--- src/rtl/seq_signed_muldiv.sv ---
// Sequential signed multiplier / divider: W-cycle shift-add or restoring
// shift-subtract core on operand magnitudes, with a final sign-fix cycle.
module seq_signed_muldiv #(
  parameter int W = 8
) (
  input  logic                  clk,
  input  logic                  rst,
  input  logic                  start,
  input  logic                  op,
  input  logic signed [W-1:0]   a,
  input  logic signed [W-1:0]   b,
  output logic                  busy,
  output logic                  done,
  output logic signed [2*W-1:0] product,
  output logic signed [W-1:0]   quotient,
  output logic signed [W-1:0]   remainder,
  output logic                  div_by_zero,
  output logic                  overflow
);

  localparam int CW = $clog2(W + 1);

  typedef enum logic [1:0] {IDLE, CALC, FIX} state_t;

  state_t          state, state_next;
  logic [CW-1:0]   cnt;
  logic            op_q, neg_a, neg_b, dbz_q, ovf_q;
  logic [W-1:0]    mag_a, mag_b;
  logic [W-1:0]    hi, lo;
  logic [W-1:0]    a_mag, b_mag;
  logic [W:0]      sum, shifted;
  logic            ge;
  logic [2*W-1:0]  prod_mag;

  assign busy = (state != IDLE);

  // Magnitudes are W-bit unsigned, so -2^(W-1) maps cleanly to 2^(W-1).
  always_comb begin
    a_mag    = a[W-1] ? -a : a;
    b_mag    = b[W-1] ? -b : b;
    sum      = {1'b0, hi} + {1'b0, (lo[0] ? mag_b : '0)};
    shifted  = {hi, lo[W-1]};
    ge       = (shifted >= {1'b0, mag_b});
    prod_mag = {hi, lo};
  end

  always_ff @(posedge clk or posedge rst) begin
    if (rst) state <= IDLE;
    else     state <= state_next;
  end

  always_comb begin
    state_next = state;
    case (state)
      IDLE:    if (start) state_next = CALC;
      CALC:    if (cnt == CW'(1)) state_next = FIX;
      FIX:     state_next = IDLE;
      default: state_next = IDLE;
    endcase
  end

  always_ff @(posedge clk or posedge rst) begin
    if (rst) begin
      cnt   <= '0;
      op_q  <= 1'b0;
      neg_a <= 1'b0;
      neg_b <= 1'b0;
      dbz_q <= 1'b0;
      ovf_q <= 1'b0;
      mag_a <= '0;
      mag_b <= '0;
      hi    <= '0;
      lo    <= '0;
    end else begin
      case (state)
        IDLE: if (start) begin
          cnt   <= CW'(W);
          op_q  <= op;
          neg_a <= a[W-1];
          neg_b <= b[W-1];
          dbz_q <= op && (b == '0);
          ovf_q <= op && (a == {1'b1, {(W-1){1'b0}}}) && (b == '1);
          mag_a <= a_mag;
          mag_b <= b_mag;
          hi    <= '0;
          lo    <= a_mag;
        end
        CALC: begin
          cnt <= cnt - CW'(1);
          if (!op_q) begin
            {hi, lo} <= {sum, lo[W-1:1]};
          end else begin
            hi <= ge ? W'(shifted - {1'b0, mag_b}) : shifted[W-1:0];
            lo <= {lo[W-2:0], ge};
          end
        end
        default: ;
      endcase
    end
  end

  // Result registers only change in FIX, so they hold between operations.
  always_ff @(posedge clk or posedge rst) begin
    if (rst) begin
      done        <= 1'b0;
      product     <= '0;
      quotient    <= '0;
      remainder   <= '0;
      div_by_zero <= 1'b0;
      overflow    <= 1'b0;
    end else begin
      done <= (state == FIX);
      if (state == FIX) begin
        div_by_zero <= dbz_q;
        overflow    <= ovf_q;
        if (!op_q) begin
          product   <= (neg_a ^ neg_b) ? -prod_mag : prod_mag;
          quotient  <= '0;
          remainder <= '0;
        end else if (dbz_q) begin
          product   <= '0;
          quotient  <= '0;
          remainder <= neg_a ? -mag_a : mag_a;
        end else begin
          product   <= '0;
          quotient  <= (neg_a ^ neg_b) ? -lo : lo;
          remainder <= neg_a ? -hi : hi;
        end
      end
    end
  end

endmodule

--- config.mk ---
export PLATFORM = sky130hd
export DESIGN_NAME = seq_signed_muldiv
export DESIGN_NICKNAME = d
export VERILOG_FILES = /design/src/rtl/seq_signed_muldiv.sv
export SDC_FILE = /design/constraint.sdc
export NUM_CORES = 1
export LEC_CHECK = 0
export ABC_AREA = 1
export CORE_MARGIN = 2
export CORE_UTILIZATION = 58
export CTS_CLUSTER_DIAMETER = 150
export CTS_CLUSTER_SIZE = 40
export DETAILED_ROUTE_END_ITERATION = 12
export GPL_ROUTABILITY_DRIVEN = 0
export PLACE_DENSITY = 0.8
export SYNTH_ARGS = -nofsm -noshare
export SYNTH_HDL_FRONTEND = slang
export SYNTH_SLANG_ARGS = --single-unit
--- constraint.sdc ---
create_clock -name clk -period 3.51 [get_ports clk]
set_input_delay 0.702 -clock clk [delete_from_list [all_inputs] [get_ports clk]]
set_output_delay 0.702 -clock clk [all_outputs]
set_load 0.02 [all_outputs]
==> impl_metrics.yaml, run 1 <==
run_status:
  outcome: "finished, final reports clean"
routing:
  drtIter0Drc: 317
  num_vias: 5027
  wl_per_cell_um: 15.04
  wl_um: 13420
  drc_errors: 0
  drt_pass1_iterations: 5
  drt-vias-per-instance: 5.636
  drtAntennaViolNets: 0
critical_path:
  cp_top_family: "buffers and inverters"
  worstSetupStartpointType: "flop"
  crit_arrival_ns: 1.61
  slowest_delay_ns: 0.62
  end_kind: "output pin"
  worstPathCellList: "inv_1 > nand2_1 > clkdlybuf4s50_1"
  slowest_stage: "clkdlybuf4s50_1"
  crit_buf_inv: 2
  crit_required_ns: 2.81
  cp_max_fo: 2
  worstSetupPathType: "flop to output pin"
synth:
  synth-seq-cells: 78
  synth_top_area_cell: "dfrtp_1"
  async_reset_ff_share_pct: 100.0
  syn_area_per_cell_sq_um: 7.223
  yosysMostFrequentCell: "nand2_1"
  synth.distinct_cells: 45
  netlist_area_sq_mm: 0.005251
  netlist_instances: 727
  synth_area_leaders: "dfrtp_1 37%, nand2_1 15%, inv_1 7.6%"
  synth_edf_count: 0
  yosysTopAreaCellShare_pct: 37.17
  syn-num-nets: 773
  synth_common_cells: "206 x nand2_1, 106 x inv_1, 78 x dfrtp_1"
  seq_area_frac_synth_pct: 37.17
  synth-main-ff-cell: "dfrtp_1"
  synth_warnings: 0
power_and_ir_drop:
  p_sw_share_pct: 50.47
  combPwrFrac_pct: 60.5
  power_leakage_nw: 3.102
  netSwitchingPower_mw: 3.098
  p_per_area_mw_per_mm2: 1008
  seq_power_share_pct: 27.0
  power.total_mw: 6.138
  clockPowerShare_pct: 12.5
  ir_drop_uv: 385.0
  internal-power_mw: 3.040
cells_and_area:
  final_nets: 825
  postLayoutCellArea_sq_mm: 0.006092
  insertedDiodeCount: 0
  drive_gt1_share_pct: 7.143
  syn_to_final_growth_pct: 16.01
sta:
  fin_tns_setup_ns: 0
  slew_headroom_pct: 54.39
  rsz0062_at_grt: "no"
  tightest_slew_ns: 0.6831
  timing.final.crit_period_ns: 2.315
  finalCritPeriodShare_pct: 65.94
  hold_viol: 0
  setup_viol: 0
  finalClockSkew_ns: 0.01849
  hold_ws_ns: 0.4826
  slew_viol_final: 0
  fmax_mhz: 432.1
  fin_ws_ns: 1.195
cts:
  cts_tree: "done"
  cts_resized: 0
  clkSinkCount: 78
  root_buffer: "clkbuf_8"
  clk_pin_slew_ns: 0.09
  clk_path_buf_depth: 2
  ctsHtreeMaxLevel: 3
  post-cts-setup-buffer-count: 0
  cts_buffers: 9
  insertion_delay_ns: 0.36
  postCtsHoldBufs: 0
place:
  place_ws_ns: 0.9526
  dp_hpwl_um: 10210
  io_buffers: 55
  place_area_sq_mm: 0.005864
global_route:
  grt_busiest_layer: "met2"
  gr-total-overflow: 0
  grt_start_max_net_pins: 38
  grt_use_met3_pct: 4.989
  grt_pass1_vias: 4818
  use_met1_pct: 37.43
  grt_pass1_wl_um: 22310
  antenna_found_initial: 0
  track_usage_pct: 28.31
  use_met2_pct: 46.62
floorplan:
  start_util_pct: 59.92
  fp.dieW_um: 99.15
  core_sq_mm: 0.008763
  io_pins: 56
  dieArea_sq_mm: 0.009831
  die_y_um: 99.15
  rows: 34
flow_run:
  drv_cap: 0
min_path:
  hold_path.class: "flop to flop"
[metrics by stage]
stage | cells | utilization, %
after floorplan | 727 | -
after global placement | 876 | 66.92
after detailed placement | 876 | 66.92
after CTS | 892 | 69.52
after global routing | 892 | 69.52
final | 892 | 69.52
[metal layers]
metal  vias to the layer above  wire (um)
met5                         -          0
met4                         0        390
met3                        28        825
met2                       174       6391
met1                      2356       5813
li1                       2469          -
[state kept, by name, summed over array words and instances (netlist names)]
signal	flops
product	16
hi	8
lo	8
mag_a	8
mag_b	8
quotient	8
remainder	8
cnt	4
state	2
dbz_q	1
div_by_zero	1
done	1
neg_a	1
neg_b	1
op_q	1
overflow	1
ovf_q	1
[worst reg2reg max path, cell delays in order (launching register included)]
cell and delay (ns):
dfrtp_1 0.61, nand2_1 0.13, inv_1 0.09, ha_1 0.16, inv_1 0.06, fa_1 0.40, inv_1 0.09, nand4_1 0.13
nand3_1 0.12, nand3_1 0.07, nand2_1 0.07, nand2_1 0.06, inv_1 0.09, nand2_1 0.06, nand2_1 0.05
[power groups by stage]
stage / sequential [mW] / combinational (mW) / clock [mW]
2_1_floorplan: 1.66 / 2.66 / 0
3_3_place_gp: 1.65 / 3.50 / 0
3_5_place_dp: 1.67 / 3.63 / 0
4_1_cts: 1.65 / 3.67 / 0.777
5_1_grt: 1.70 / 4.17 / 0.813
6_report: 1.66 / 3.71 / 0.766
[kinds of logic (layout without fill, tap and decap cells)]
| family | Yosys count | count (layout) | synth area share, % |
|---|---|---|---|
| xor gates and xnor gates | 17 | 17 | 3.336 |
| adders and majority gates | 26 | 26 | 6.481 |
| DFF | 78 | 78 | 37.17 |
| and+or+nand+nor | 349 | 349 | 29.62 |
| AOI/OAI and AO/OA | 122 | 122 | 13.03 |
| buffers and inverters | 135 | 192 | 10.36 |
[cell usage in the layout, fill, tap and decap left out, types with 2 or more instances in the layout]
cell type / n
a21oi_1: 21
a22o_1: 2
a31oi_1: 3
a32o_1: 2
buf_4: 4
bufinv_16: 2
clkbuf_8: 10
clkdlybuf4s50_1: 55
dfrtp_1: 78
fa_1: 2
ha_1: 24
inv_1: 105
inv_2: 11
inv_6: 2
nand2_1: 206
nand2_2: 3
nand2_4: 2
nand3_1: 77
nand3_2: 2
nand4_1: 8
nor2_1: 30
nor2_2: 3
nor2_4: 5
nor3_1: 7
o211ai_1: 9
o21ai_0: 63
o21ai_1: 12
o21ai_2: 3
o22ai_1: 2
o32ai_1: 2
xnor2_1: 2
xor2_1: 13
[final cells by class]
| class | count | area (sq um) |
|---|---|---|
| clock buffer | 10 | 137.6 |
| clock inverter | 6 | 90.09 |
| fill | 754 | 2671 |
| inverter | 117 | 441.7 |
| multi-input combinational | 514 | 2755 |
| sequential | 78 | 1952 |
| tap | 108 | 135.1 |
| timing repair buffer | 59 | 580.6 |
[path summary, 6_finish.rpt]
check	cells after the start	slack [ns]	startpoint	end
max	3	1.20	state[0]	busy
min	2	0.48	overflow	overflow
max reg2reg	14	1.28	lo[0]	hi[7]
min reg2reg	2	0.48	overflow	overflow
max in group asynchronous	3	1.99	rst	cnt[3]
min in group asynchronous	2	0.71	rst	product[11]
No activity file was read; power rests on OpenSTA's default activity.
==> run 2, diff against run 1 <==
- clock period: 3.51 -> 2.2 ns (I/O delays scaled with it)
==> run 2 against run 1 <==
Clock power rose by 57%. Sequential power rose by 52%. Via count increased by 0.40%. Sequential share of layout area is 0.53 points lower. First-iteration DRC count up 34%. Critical path depth did not move. Combinational power is 67% higher. Utilization rose by 1.2 points. Clock-buffer cell count fell by 1.
==> impl_metrics.yaml, run 2 (synthesis gave the netlist of run 1 again) <==
sta:
  hold_viol: 0
  slew_viol_final: 0
  finalCritPeriodShare_pct: 93.81
  setup_viol: 0
  slew_headroom_pct: 58.84
  fin_tns_setup_ns: 0
  hold_ws_ns: 0.4864
  tightest_slew_ns: 0.6174
  finalClockSkew_ns: 0.008293
  fmax_mhz: 484.5
  rsz0062_at_grt: "no"
  timing.final.crit_period_ns: 2.064
place:
  dp.cells: 888
  dp_hpwl_um: 10120
  io_buffers: 55
critical_path:
  r2r_cells: 12
  worstPathCellList: "inv_1 > nand2_1 > clkdlybuf4s50_1"
  slowest_stage: "clkdlybuf4s50_1"
  crit_required_ns: 1.76
  worstSetupStartpointType: "flop"
  regToRegStartpoint: "lo[7]"
  slowest_delay_ns: 0.62
  crit_arrival_ns: 1.62
  worstSetupPathType: "flop to output pin"
  cp_max_fo: 2
  worst-r2r-setup-slack_ns: 0.16
  end_kind: "output pin"
  worstReg2RegEnd: "hi[6]"
routing:
  drtIter0Drc: 424
  drc_errors: 0
  num_vias: 5047
  drt-vias-per-instance: 5.583
  drtAntennaViolNets: 0
  wl_um: 13530
  wl_per_cell_um: 14.97
  drt_pass1_iterations: 5
cells_and_area:
  stdcell_count: 904
  final_nets: 837
  mostFrequentLayoutCells: "206 x nand2_1, 105 x inv_1, 78 x dfrtp_1"
  syn_to_final_growth_pct: 17.97
  largest_register: "product"
  insertedDiodeCount: 0
  layout_commonest_cell: "nand2_1"
  largest_reg_flops: 16
  drive_gt1_share_pct: 8.543
  postLayoutCoreUtil_pct: 70.69
cts:
  insertion_delay_ns: 0.38
  root_buffer: "clkbuf_8"
  post-cts-setup-buffer-count: 0
  ctsHtreeMaxLevel: 3
  cts_tree: "done"
  postCtsHoldBufs: 0
  cts_resized: 0
  clk_pin_slew_ns: 0.09
  clkSinkCount: 78
  clk_path_buf_depth: 2
  cts_buffers: 9
power_and_ir_drop:
  power_leakage_nw: 3.158
  ir_drop_uv: 637.5
  p_per_area_mw_per_mm2: 1599
  power.total_mw: 9.907
floorplan:
  dieArea_sq_mm: 0.009831
  fp.dieW_um: 99.15
  rows: 34
  die_y_um: 99.15
  io_pins: 56
  start_util_pct: 59.92
  core_sq_mm: 0.008763
global_route:
  antenna_found_initial: 0
  gr-total-overflow: 0
  grt_pass1_vias: 4872
  grt_pass1_wl_um: 22580
  track_usage_pct: 28.66
  grt_start_max_net_pins: 79
flow_run:
  drv_cap: 0
min_path:
  hold_path_startpoint: "overflow"
  holdPathEnd: "overflow"
  hold_path.class: "flop to flop"
  hold_depth: 2
run_status:
  outcome: "finished, final reports clean"
-- run 2: cell type report --
type | instances | area, sq um
inverters | 117 | 445.4
fillers | 719 | 2569
clock buffers | 9 | 123.9
well taps | 108 | 135.1
multi-input cells | 514 | 2755
repair buffers | 71 | 695.7
flip-flops and latches | 78 | 1952
clock inverters | 7 | 87.58
-- run 2: worst max-delay path by stage --
stage	startpoint	endpoint	slack, ns
after floorplan	lo[0]	hi[7]	0.28
after global placement	a[0]	lo[6]	0.15
after detailed placement	a[0]	lo[6]	0.10
after CTS	state[0]	busy	0.13
after global routing	lo[7]	hi[6]	0.04
final	state[0]	busy	0.14
-- run 2: critical path: cells and delay by family (launching register included) --
kind,cells,cell delay [ns]
buf+inv,2,0.72
flops,1,0.41
simple gates,1,0.12
-- run 2: metal layers --
metal	vias to the layer above	share of wire (%)	wire [um]	track usage, %
met2	205	46	6243	46.52
met4	0	2.8	377	11.91
met1	2329	44	5951	38.46
met5	-	0	0	0
li1	2478	-	-	-
met3	35	7.1	957	4.638
-- run 2: where the power goes --
part | total [mW] | internal (mW) | switching [mW]
logic | 6.18 | 2.32 | 3.86
registers | 2.53 | 2.00 | 0.533
clock network | 1.20 | 0.554 | 0.642
-- run 2: through the flow --
stage | area, sq um | setup slack, ns
2_1_floorplan | 5255 | 0.2825
3_3_place_gp | 5983 | 0.1518
3_5_place_dp | 5983 | 0.1003
4_1_cts | 6195 | 0.1341
5_1_grt | 6195 | 0.03623
6_report | 6195 | 0.1362
